## src/rtl/div_tone_gen.sv

```systemverilog
// Four-channel square-wave generator driven by half-period divider words.
// Each channel reloads its divider only at a half-period boundary so period changes never produce runt pulses.
module div_tone_gen #(
  parameter int WIDTH = 26
) (
  input  logic             CLK,
  input  logic             RST_N,
  input  logic [3:0]       EN,
  input  logic             SYNC,
  input  logic [WIDTH-1:0] Div1,
  input  logic [WIDTH-1:0] Div2,
  input  logic [WIDTH-1:0] Div3,
  input  logic [WIDTH-1:0] Div4,
  output logic [3:0]       WAVE,
  output logic [3:0]       EDGE,
  output logic [2:0]       MIX
);

  logic [WIDTH-1:0] divIn [4];
  logic [WIDTH-1:0] cnt_q [4];
  logic [WIDTH-1:0] cnt_d [4];
  logic [WIDTH-1:0] act_q [4];
  logic [WIDTH-1:0] act_d [4];
  logic [3:0]       wave_q, wave_d;
  logic [3:0]       edge_q, edge_d;
  logic [2:0]       mix_q, mix_d;

  assign divIn[0] = Div1;
  assign divIn[1] = Div2;
  assign divIn[2] = Div3;
  assign divIn[3] = Div4;

  // Per-channel priority: disable, then SYNC restart, then zero-divider stop, then counting.
  always_comb begin
    for (int i = 0; i < 4; i++) begin
      cnt_d[i]  = cnt_q[i];
      act_d[i]  = act_q[i];
      wave_d[i] = wave_q[i];
      if (!EN[i] || SYNC) begin
        cnt_d[i]  = '0;
        wave_d[i] = 1'b0;
        act_d[i]  = divIn[i];
      end else if (divIn[i] == '0) begin
        cnt_d[i]  = '0;
        wave_d[i] = 1'b0;
        act_d[i]  = '0;
      end else if (act_q[i] == '0) begin
        cnt_d[i] = '0;
        act_d[i] = divIn[i];
      end else if (cnt_q[i] == act_q[i] - WIDTH'(1)) begin
        cnt_d[i]  = '0;
        wave_d[i] = ~wave_q[i];
        act_d[i]  = divIn[i];
      end else begin
        cnt_d[i] = cnt_q[i] + WIDTH'(1);
      end
      edge_d[i] = wave_d[i] & ~wave_q[i];
    end
    mix_d = 3'(wave_q[0]) + 3'(wave_q[1]) + 3'(wave_q[2]) + 3'(wave_q[3]);
  end

  always_ff @(posedge CLK or negedge RST_N) begin
    if (!RST_N) begin
      for (int i = 0; i < 4; i++) begin
        cnt_q[i] <= '0;
        act_q[i] <= '0;
      end
      wave_q <= '0;
      edge_q <= '0;
      mix_q  <= '0;
    end else begin
      for (int i = 0; i < 4; i++) begin
        cnt_q[i] <= cnt_d[i];
        act_q[i] <= act_d[i];
      end
      wave_q <= wave_d;
      edge_q <= edge_d;
      mix_q  <= mix_d;
    end
  end

  assign WAVE = wave_q;
  assign EDGE = edge_q;
  assign MIX  = mix_q;

endmodule
```

## config.mk

```make
export PLATFORM = sky130hd
export DESIGN_NAME = div_tone_gen
export DESIGN_NICKNAME = d
export VERILOG_FILES = /design/src/rtl/div_tone_gen.sv
export SDC_FILE = /design/constraint.sdc
export NUM_CORES = 1
export LEC_CHECK = 0
export CORE_ASPECT_RATIO = 1.75
export CORE_MARGIN = 1.5
export CORE_UTILIZATION = 55
export DETAILED_ROUTE_END_ITERATION = 8
export PLACE_DENSITY_LB_ADDON = 0.08
export SYNTH_ARGS = -nofsm -noshare
export SYNTH_HDL_FRONTEND = slang
export SYNTH_SLANG_ARGS = --single-unit
```

## constraint.sdc

```tcl
create_clock -name CLK -period 8.1 [get_ports CLK]
set_input_delay 2.025 -clock CLK [delete_from_list [all_inputs] [get_ports CLK]]
set_output_delay 2.025 -clock CLK [all_outputs]
set_load 0.01 [all_outputs]
```

Yosys cells after proc, flatten, opt, wreduce, memory -nomap -nowiden
Cells that the tools add are included.
- multiplexer cells: 48
- eq/ne operators: 4
- add/subtract/negate cells: 11
- bitwise logic cells: 8
- reductions and logical operators: 20
- operator list (kind ; number):
    $mux 26 ; 32
    $logic_not 26->1 ; 8
    $add 26x1->26 const B ; 4
    $eq 26x26->1 ; 4
    $sub 26x1->26 const B ; 4
    $mux 1 ; 16
    $reduce_bool 4->1 ; 4
    $and 1x1->1 ; 4
    $logic_not 1->1 ; 4
    $logic_or 1x1->1 ; 4
    $not 1->1 ; 4
    $add 2x1->3 ; 1
    $add 3x1->3 ; 1
    $add 1x1->2 ; 1
- bits in registers: 219
- logic and storage cells: 102
- input bits: 111
- output and inout bits: 11

Depth between registers and ports, before layout
- word-level depth: 7
- mapped depth: 13
- mapped depth without buffers: 10

Worst setup path before layout
OpenSTA, ideal clock, no wires.
- path kind: input to register
- start point: input port Div3[4]
- end point: register act_q[29] (netlist bit)
- slack: 4426 ps
- stages on the path: 8
- buffers on the path: 1
- arrival time: 3546 ps
- setup time: 128 ps
- required time: 7972 ps
- cells stage by stage: nor4_1 > nand4_1 > nor2_1 > nor3b_1 > a21boi_0 > o31ai_4 > buf_4 > mux2_1
- longest elaborated chain between the ends: 3
- elaborated cells on any way between the ends: 4
- those cells by class: 2 x mux; 2 x reduce/logical
- RTL lines (what ; line ; RTL):
    start, declared ; 12 ; input logic [WIDTH-1:0] Div3,
    $logic_not 26->1 (*) ; 43 ; end else if (divIn[i] == '0) begin
    $mux 26 ; 43 ;
    $mux 26 ; 39 ; if (!EN[i] || SYNC) begin
    end signal, assigned by index ; 74 ; act_q[i] <= act_d[i];
    end, declared ; 22 ; logic [WIDTH-1:0] act_q [4];
Mark *: on every way between the ends. The rest lies on a longest branch, timed or not.
A chain may end at the register's enable or synchronous reset.

Final worst setup path
- start point: input port Div2[1]
- end point: register act_q[66] (netlist bit)
- longest elaborated chain between the ends: 3
- elaborated cells on any way between the ends: 4
- those cells by class: 2 x mux; 2 x reduce/logical
- RTL lines (what ; line ; RTL):
    start, declared ; 11 ; input logic [WIDTH-1:0] Div2,
    $logic_not 26->1 (*) ; 43 ;
    $mux 26 ; 43 ;
    $mux 26 ; 39 ;
Marks and branches as above.

==> results.json <==
{
  "ioPinCount": 122,
  "holdBufCountCts": 0,
  "hpwl_um": 24000,
  "final_max_slew_viol_count": 0,
  "overflow": 0,
  "layout-drive-gt1-share_pct": 5.06,
  "utilization_pct": 64.8,
  "worstSkewPairLatency_ps": 520,
  "post-cts-setup-buffer-count": 0,
  "grt_pass1_vias": 11100,
  "vias_per_cell": 5.93,
  "cts.reportedPaths.clkPinSlew_ps": 60,
  "hold_path.class": "reg -> reg",
  "dpl-instance-area_mm2": 0.0147,
  "htree_levels": 1,
  "period_needed_ps": 4560,
  "power_density_mw_per_mm2": 170,
  "design_area_mm2": 0.0155,
  "dr_total_vias": 10600,
  "synth_edf_count": 0,
  "cp-start-kind": "primary input",
  "layout_commonest_cell": "dfrtp_1",
  "leakagePower_nw": 6.04,
  "clock_sinks": 219,
  "clockBufferDepth": 3,
  "fin_nets": 1590,
  "ys.warnings.count": 0,
  "clock.fmax_mhz": 219,
  "fin_crit_sh_pct": 56.3,
  "skew_ps": 13.5,
  "wl_per_cell_um": 17.8,
  "numCtsBuffers": 22,
  "postCtsResizedCells": 0,
  "cts_tree": "done",
  "cts_root_buf": "clkbuf_16",
  "dieArea_mm2": 0.0252,
  "track_usage_pct": 26.1,
  "die_h_um": 209,
  "port-buffer-count": 121,
  "ff2ff_path_depth": 8,
  "required_ps": 8490,
  "syn_to_final_growth_pct": 16.4,
  "ys_async_sr_fraction_pct": 100,
  "core-area_mm2": 0.0239,
  "crit_fanout": 40,
  "place.gp.congestion": 0.895,
  "seq_area_frac_synth_pct": 41.1,
  "setup_viol": 0,
  "synthCells": 1361,
  "synth_area_mm2": 0.0133,
  "rsz0062_at_grt": "no",
  "drc_errors": 0,
  "antenna_found_initial": 0,
  "most-common-layout-cells": "219 x dfrtp_1, 175 x nor2_1, 120 x xnor2_1, 120 x clkdlybuf4s50_1, 100 x mux2_1",
  "die_w_um": 121,
  "hold_viol_final": 0,
  "status": "completed",
  "drt-total-wl_um": 31900,
  "synth-seq-cells": 219,
  "path_cells": "clkdlybuf4s50_1, nor4_1, nand4_1, nor2_1, nor3b_1, nor2b_1, o21ai_4, buf_4, mux2_1",
  "antenna_left": 0,
  "grt_pass1_wl_um": 53800,
  "finalPower_mw": 2.63,
  "num_antenna_cells": 0,
  "ir_worst_vdd_mv": 0.175,
  "syn_nets": 1483,
  "drt-initial-drc-count": 609,
  "finalSetupTns_ps": 0,
  "whs_path_depth": 1,
  "grt_max_degree": 82,
  "slew_headroom_pct": 31.4,
  "syn_avg_cell_area_um2": 9.79,
  "path_class": "in -> reg",
  "synthFlopType": "dfrtp_1",
  "placementRows": 75,
  "drv_cap": 0,
  "tightest_slew_ps": 1030,
  "crit_arrival_ps": 4940,
  "slowest_stage": "nor4_1",
  "synth_cell_type_count": 82,
  "worstSetupEndpointType": "flip-flop",
  "critPathMaxStageDelay_ps": 740,
  "start_util_pct": 55.7,
  "first_pass_iters": 5
}
sequential cells by signal (all words and copies together) (netlist names):
| signal | cells |
|---|---|
| EDGE | 4 |
| MIX | 3 |
| WAVE | 4 |
| act_q | 104 |
| cnt_q | 104 |
per-layer routing:
layer / wire (um) / GRT usage (%) / up-vias
met1: 12400 / 29.7 / 5166
met5: 0 / 0 / -
met3: 1460 / 3.93 / 77
met4: 1270 / 11.0 / 0
li1: - / - / 5100
met2: 16800 / 47.8 / 275
cell type report:
class	count	area, um2
sequential	219	5480
tap	308	385
clock inverter	11	158
fill	2071	8420
inverter	32	120
multi-input combinational	1067	7490
clock buffer	28	624
timing repair buffer	126	1250
synthesized netlist by cell type (all sizes together) (19+ instances only):
master / number / area [um2]
nand2b: 19 / 119
clkbuf: 21 / 78.8
nor2: 175 / 657
xnor2: 120 / 1050
buf: 22 / 165
nand2: 77 / 297
dfrtp: 219 / 5480
inv: 32 / 120
and3: 39 / 244
nor4: 57 / 414
mux2: 103 / 1160
nor3: 46 / 240
xor2: 97 / 850
nand3: 57 / 285
nand4: 31 / 200
cells by family (layout without fill, tap and decap cells):
group | count (synthesis) | in the layout | synth area share (%)
AO/OA/AOI/OAI | 116 | 116 | 6.55
flip-flops | 219 | 219 | 41.1
AND/OR/NAND/NOR | 613 | 613 | 25.0
adder cells (fa/ha/maj) | 11 | 11 | 1.09
XOR/XNOR | 217 | 217 | 14.3
buffers and inverters | 75 | 197 | 2.73
multiplexers | 110 | 110 | 9.23
report_power, final:
part           internal [mW]  switching (mW)
Clock                  0.672           0.430
Combinational          0.158           0.155
Sequential              1.14          0.0784
final timing paths:
| path | from | to | slack [ps] |
|---|---|---|---|
| setup / recovery | Div2[1] | act_q[66] | 3540 |
| hold / removal | cnt_q[52] | cnt_q[52] | 520 |
| setup reg to reg | act_q[26] | act_q[37] | 3600 |
| hold reg to reg | cnt_q[52] | cnt_q[52] | 520 |
| max in group asynchronous | RST_N | act_q[17] | 5250 |
| min in group asynchronous | RST_N | act_q[35] | 1420 |
through the flow:
step / hold WS (ps) / instances / setup slack (ps)
6_report: 523 / 1791 / 3540
4_1_cts: 523 / 1791 / 3490
5_1_grt: 537 / 1791 / 3240
3_5_place_dp: 513 / 1752 / 2950
2_1_floorplan: 462 / 1361 / 4430
3_3_place_gp: 502 / 1752 / 3020
worst max-delay path, delay by kind of cell:
family          cells  cell delay, ps
mux                 1             370
simple gates        5            1400
buf+inv             2             920
compound gates      1             180
Power figures use the tool's default switching activity.
